**src/rtl/frame_sync_demod.sv**
```systemverilog
// Serial frame-sync demodulator: hunts for SYNC_WORD in a qualified bitstream, then forwards a
// counted or externally terminated payload. Define FSD_TOLERANT_EN for Hamming-distance matching.
module frame_sync_demod #(
    parameter int unsigned       SYNC_W    = 80,
    parameter logic [SYNC_W-1:0] SYNC_WORD = 80'hF398_AAAA_AAAA_AAAA_AAAA,
    parameter int unsigned       MAX_ERR   = 0,
    parameter int unsigned       LEN_W     = 12
) (
    input  logic                         clk,
    input  logic                         rst,
    input  logic                         data_in,
    input  logic                         data_in_valid,
    input  logic [LEN_W-1:0]             frame_len,
    input  logic                         fsc_end,
    output logic                         data_out,
    output logic                         data_out_valid,
    output logic                         locked,
    output logic                         frame_done,
    output logic                         frame_abort,
    output logic [$clog2(SYNC_W+1)-1:0]  sync_dist
);

    localparam int unsigned DistW = $clog2(SYNC_W + 1);

    typedef enum logic {StSearch, StPayload} state_e;

    state_e            state_q;
    logic [SYNC_W-1:0] shift_q;
    logic [SYNC_W-1:0] shift_d;
    logic [LEN_W-1:0]  cnt_q;
    logic              unbounded_q;
    logic              data_out_q;
    logic              data_out_valid_q;
    logic              frame_done_q;
    logic              frame_abort_q;
    logic              locked_q;
    logic              match;
    logic              lock_hit;

    // Newest bit enters at the top; the match looks at the word including it.
    assign shift_d  = {data_in, shift_q[SYNC_W-1:1]};
    assign lock_hit = (state_q == StSearch) && data_in_valid && match;

`ifdef FSD_TOLERANT_EN
    logic [DistW-1:0] dist_d;
    logic [DistW-1:0] sync_dist_q;

    assign dist_d = DistW'($countones(shift_d ^ SYNC_WORD));
    assign match  = (32'(dist_d) <= MAX_ERR);

    always_ff @(posedge clk or negedge rst) begin
        if (!rst) begin
            sync_dist_q <= '0;
        end else if (lock_hit) begin
            sync_dist_q <= dist_d;
        end
    end

    assign sync_dist = sync_dist_q;
`else
    logic unused_max_err;

    assign match          = (shift_d == SYNC_WORD);
    assign sync_dist      = '0;
    assign unused_max_err = (MAX_ERR != 0);
`endif

    always_ff @(posedge clk or negedge rst) begin
        if (!rst) begin
            state_q          <= StSearch;
            shift_q          <= '1;
            cnt_q            <= '0;
            unbounded_q      <= 1'b0;
            data_out_q       <= 1'b0;
            data_out_valid_q <= 1'b0;
            frame_done_q     <= 1'b0;
            frame_abort_q    <= 1'b0;
            locked_q         <= 1'b0;
        end else begin
            data_out_valid_q <= 1'b0;
            frame_done_q     <= 1'b0;
            frame_abort_q    <= 1'b0;
            unique case (state_q)
                StSearch: begin
                    if (data_in_valid) begin
                        if (match) begin
                            state_q     <= StPayload;
                            cnt_q       <= frame_len;
                            unbounded_q <= (frame_len == '0);
                            locked_q    <= 1'b1;
                        end else begin
                            shift_q <= shift_d;
                        end
                    end
                end
                StPayload: begin
                    // An external end wins over a coincident payload bit, which is dropped.
                    if (fsc_end) begin
                        state_q       <= StSearch;
                        shift_q       <= '1;
                        locked_q      <= 1'b0;
                        frame_abort_q <= 1'b1;
                    end else if (data_in_valid) begin
                        data_out_q       <= data_in;
                        data_out_valid_q <= 1'b1;
                        if (!unbounded_q) begin
                            cnt_q <= cnt_q - LEN_W'(1);
                            if (cnt_q == LEN_W'(1)) begin
                                state_q      <= StSearch;
                                shift_q      <= '1;
                                locked_q     <= 1'b0;
                                frame_done_q <= 1'b1;
                            end
                        end
                    end
                end
                default: state_q <= StSearch;
            endcase
        end
    end

    assign data_out       = data_out_q;
    assign data_out_valid = data_out_valid_q;
    assign frame_done     = frame_done_q;
    assign frame_abort    = frame_abort_q;
    assign locked         = locked_q;

endmodule
```
**config.mk**
```make
export PLATFORM = sky130hd
export DESIGN_NAME = frame_sync_demod
export DESIGN_NICKNAME = d
export VERILOG_FILES = /design/src/rtl/frame_sync_demod.sv
export SDC_FILE = /design/constraint.sdc
export NUM_CORES = 1
export LEC_CHECK = 0
export ABC_AREA = 1
export BUFFER_PORTS_ARGS = -buffer_cell sky130_fd_sc_hd__buf_2
export CAP_MARGIN = 10
export CORE_MARGIN = 2
export CORE_UTILIZATION = 50
export DETAILED_ROUTE_END_ITERATION = 8
export GPL_TIMING_DRIVEN = 0
export PLACE_DENSITY = 0.68
export RECOVER_POWER = 100
export SLEW_MARGIN = 25
export SYNTH_ARGS = -nofsm -noshare
export SYNTH_HDL_FRONTEND = slang
export SYNTH_SLANG_ARGS = --single-unit
```
**constraint.sdc**
```tcl
create_clock -name clk -period 1.61 [get_ports clk]
set_input_delay 0.161 -clock clk [delete_from_list [all_inputs] [get_ports clk]]
set_output_delay 0.161 -clock clk [all_outputs]
set_load 0.005 [all_outputs]
```
Yosys cells after proc, flatten, opt, wreduce, memory -nomap -nowiden

Cells that the tools add are included.
W data, S select, Z words.

Add/subtract/negate cells: 1
Equality and inequality tests: 11
Muxes and demuxes: 37
Bitwise operators: 2
Reduce and logical (&&, ||, !) cells: 6

Operators with widths:

| operator                | count |
|---|---|
| $mux W80                | 6 |
| $pmux W80 S2            | 1 |
| $eq A80 B80 Y1 const B  | 1 |
| $mux W12                | 5 |
| $pmux W12 S2            | 1 |
| $mux W1                 | 22 |
| $reduce_and A5 Y1       | 3 |
| $eq A12 B1 Y1 const B   | 1 |
| $logic_not A12 Y1       | 1 |
| $ne A2 B2 Y1 const B    | 6 |
| $sub A12 B1 Y12 const B | 1 |
| $ne A3 B3 Y1 const B    | 2 |
| $reduce_and A3 Y1       | 2 |
| $pmux W1 S2             | 2 |
| $ne A3 B2 Y1 const B    | 1 |
| $not A1 Y1              | 2 |

Register bits: 99
Input bits: 17
Output and inout port bits: 12

Longest topological paths before layout

Depth in word-level cells: 6
Gate-level depth with buffers: 14
Depth with buffers taken out: 12

Worst setup path before layout

OpenSTA, ideal clock, no wires.

Path kind: register -> register
From: reg shift_q[73]
To: reg shift_q[60]
Setup time: 61 ps
Arrival: 1572 ps
Data required time: 1549 ps
Path slack: -24 ps
Cell stages (with the launch flop): 13
Cell sequence: dfstp_2 -> inv_1 -> nor2_1 -> nand3_1 -> nor2_1 -> nand2_1 -> nor2_2 -> nand3_2 -> nand2_2 -> buf_6 -> buf_6 -> nand2_1 -> nand2_1

Cells in the longest elaborated chain, start to end: 3

RTL lines:

| element                     | line | RTL |
|---|---|---|
| start: declaration          | 28   | `logic [SYNC_W-1:0] shift_q;` |
| start signal: assignment    | 92   | `shift_q <= shift_d;` |
| $eq A80 B80 Y1              | 63   | `assign match = (shift_d == SYNC_WORD);` |
| $ne A2 B2 Y1 (no line)      | -    |  |
| $reduce_and A5 Y1 (no line) | -    |  |

No other way between the ends.
A chain may end at the register's enable or synchronous reset.

Worst setup path in the final report

From: reg shift_q[8]
To: reg shift_q[75]

The elaborated chain is that of the path after synthesis.

==> results.py <==
metrics = {
    "outcome": {
        "status": "finished, violations left",
        "violations": "setup timing",
    },
    "cells_and_area": {
        "fillers": 971,
        "layout-drive-gt1-share": 0.3759,
        "finalCoreUtilization": 0.6179,
        "final_cell_area_mm2": 0.006610,
        "syn2layout_area_growth_pct": 21.70,
        "final_nets": 828,
        "mostFrequentLayoutCell": "nand2_1",
        "antenna_cells": 0,
        "final_cell_mix": "238 x nand2_1, 103 x nand3_1, 79 x dfstp_2",
    },
    "route": {
        "vias_per_cell": 5.114,
        "drt_wl_total_mm": 13.08,
        "vias": 4879,
        "drt_iter0_drc": 321,
        "antenna_left": 0,
        "dr.pass1.iters": 5,
        "drc": 0,
        "wl_per_cell_um": 13.71,
    },
    "sta": {
        "finalSetupViolCount": 93,
        "slew_headroom": 0.2573,
        "fmaxAchievable_mhz": 510.5,
        "setup_tns_ns": -25.85,
        "fin_crit_sh": 1.217,
        "maxSlewViolCount": 0,
        "finalWorstSetupSlack_ns": -0.3487,
        "hold_viol": 0,
        "finalClockSkew_ns": 0.01749,
        "worst_pin_slew_ns": 1.114,
        "fin_crit_ns": 1.959,
        "rsz0062_at_grt": "true",
    },
    "floorplanning": {
        "rows": 38,
        "die_x_um": 108.2,
        "die_area_mm2": 0.01171,
        "die_h_um": 108.2,
        "initial_core_util": 0.5077,
        "core_mm2": 0.01070,
        "io_pins": 29,
    },
    "cts": {
        "numCtsBuffers": 9,
        "clock_path_buffers": 2,
        "cts-root-buf": "clkbuf_8",
        "path_clk_slew_ns": 0.09,
        "cts-htree-levels": 3,
        "clk_latency_ns": 0.40,
        "clkSinkCount": 98,
        "cts_tree": "yes",
    },
    "grt": {
        "overflow": 0,
        "grt_pass1_vias": 4609,
        "grt_max_degree": 57,
        "grt_pass1_wl_mm": 21.19,
        "grt_use_total": 0.2284,
        "antenna_found_initial": 0,
    },
    "logic_synthesis": {
        "synth.avg_cell_area_um2": 7.261,
        "synth_area_mm2": 0.005431,
        "ys_seq_elements": 98,
        "synth_seq_area_share": 0.4697,
        "netlist_instances": 748,
        "synth_cell_types": 29,
        "ys.warnings.count": 0,
    },
    "power_and_ir_drop": {
        "ir_worst_vdd_mv": 0.7687,
        "power.density_mw_per_mm2": 1013,
        "p_leak_nw": 3.415,
        "p_total_mw": 6.693,
    },
    "worst_setup_path": {
        "crit_slowest_cell": "dfstp_2",
        "start_kind": "flip-flop",
        "crit_path_cell_trace": "nand2_1 > inv_1 > nand2_1 > nor2_2 > nand3_2 > nor2_4 > nand3_4 > nand2_8 > buf_8 > buf_12 > nand2_2 > nand2_1",
        "r2r_setup_slack_ns": -0.35,
        "cp_slowest_stage_delay_ns": 0.55,
        "critical_path.most_common_cell": "nand2_1",
        "r2r-start": "shift_q[8]$_DFFE_PN1P_",
        "crit_type": "flip-flop to flip-flop",
        "end_kind": "flip-flop",
        "required_ns": 1.94,
        "cp_max_fo": 5,
        "worstPathArrival_ns": 2.29,
        "r2r_cells": 12,
        "r2r_end": "shift_q[75]$_DFFE_PN1P_",
    },
    "place": {
        "place_hpwl_mm": 8.203,
        "port_buffers": 21,
        "pre_cts_slack_ns": -0.4935,
        "gp_congestion": 0.8285,
        "post_dp_cell_area_mm2": 0.005778,
    },
    "hold_path": {
        "hold_path_end": "state_q$_DFF_PN0_",
        "hp-start": "fsc_end",
        "hold_path.class": "input pin to flip-flop",
        "hold_depth": 4,
    },
    "job": {
        "drv_cap": 0,
    },
}
## how the worst max path moves through the flow
stage | from | end | slack [ns] | depth (start not counted)
floorplan | shift_q[48]$_DFFE_PN1P_ | cnt_q[7]$_DFFE_PN0P_ | -0.02 | 12
global placement | rst | locked$_DFFE_PN0P_ | -0.60 | 1
detailed placement | shift_q[32]$_DFFE_PN1P_ | shift_q[67]$_DFFE_PN1P_ | -0.49 | 12
CTS | shift_q[24]$_DFFE_PN1P_ | shift_q[63]$_DFFE_PN1P_ | -0.37 | 14
global route | shift_q[8]$_DFFE_PN1P_ | shift_q[76]$_DFFE_PN1P_ | -0.47 | 12
finish | shift_q[8]$_DFFE_PN1P_ | shift_q[75]$_DFFE_PN1P_ | -0.35 | 12
## report_power, final
group | switching [mW] | internal, mW
registers | 0.357 | 3.12
logic | 0.716 | 0.644
clock network | 0.897 | 0.962
total | 1.97 | 4.72
## through the flow
| stage | hold slack (ns) | std cells |
|---|---|---|
| CTS | 0.04659 | 944 |
| finish | 0.06294 | 954 |
| detailed placement | 0.1066 | 916 |
| global route | 0.08092 | 954 |
| global placement | 0.4486 | 915 |
| floorplan | -0.1346 | 754 |
## synthesized netlist by cell type, drive strengths merged
| library cell | instances | share of area |
|---|---|---|
| a211oi | 1 | 0.0014 |
| a21oi | 2 | 0.0018 |
| a31oi | 3 | 0.0035 |
| and2 | 1 | 0.0012 |
| buf | 28 | 0.031 |
| clkbuf | 17 | 0.012 |
| conb | 1 | 0.00069 |
| dfrtp | 19 | 0.088 |
| dfstp | 79 | 0.38 |
| ha | 2 | 0.0046 |
| inv | 53 | 0.037 |
| nand2 | 280 | 0.19 |
| nand3 | 111 | 0.10 |
| nand3b | 1 | 0.0014 |
| nand4 | 6 | 0.0069 |
| nor2 | 70 | 0.049 |
| nor3 | 2 | 0.0018 |
| nor4 | 2 | 0.0023 |
| o21ai | 13 | 0.012 |
| or2 | 55 | 0.063 |
| xnor2 | 1 | 0.0016 |
| xor2 | 1 | 0.0016 |
## registers in the layout (all words and copies together) (netlist names)
name,flops
data_out,1
cnt_q,12
data_out_valid,1
frame_abort,1
state_q,1
frame_done,1
locked,1
unbounded_q,1
shift_q,79
## worst max-delay path: cells and delay by family, from the launching register on
kind | cells | cell delay, ns
AND/OR/NAND/NOR | 9 | 1.05
flip-flops | 1 | 0.55
buffers and inverters | 3 | 0.30
## cells by family (layout without fill, tap and decap cells)
logic type	after synthesis	count (layout)	synth area share
DFF	98	98	0.4697
adders and majority gates	2	2	0.004606
and+or+nand+nor	528	531	0.4239
AOI/OAI and AO/OA	19	19	0.01866
xor gates and xnor gates	2	2	0.003226
other	1	7	0.0006904
buffers and inverters	98	155	0.07924
## timing repair
item | in CTS | in global routing
endpoints found under the hold margin | 21 | 0
cloned | 4 | 5
setup buffers | 7 | 5
resized for setup | 47 | 80
pin swaps | 9 | 15
hold buffers | 1 | 0
setup endpoints to repair | 92 | 96
## per-layer routing
metal / vias up / routed length, um / track usage / part of all wire
li1: 2449 / - / - / -
met1: 2321 / 5951 / 0.3021 / 0.45
met2: 88 / 6457 / 0.3774 / 0.49
met3: 21 / 472 / 0.04461 / 0.036
met4: 0 / 201 / 0.07692 / 0.015
met5: - / 0 / 0 / 0
## area by class of cell
class | instances | area, um^2 | area share
plain buffers | 45 | 331.6 | 0.05016
repair buffers | 41 | 355.3 | 0.05376
flip-flops and latches | 98 | 2551 | 0.3860
inverters | 53 | 198.9 | 0.03010
multi-input cells | 561 | 2769 | 0.4189
clock buffers | 12 | 155.1 | 0.02347
well taps | 140 | 175.2 | 0.02650
clock inverters | 4 | 73.82 | 0.01117
Note: power is estimated with default switching activity, not from simulation.
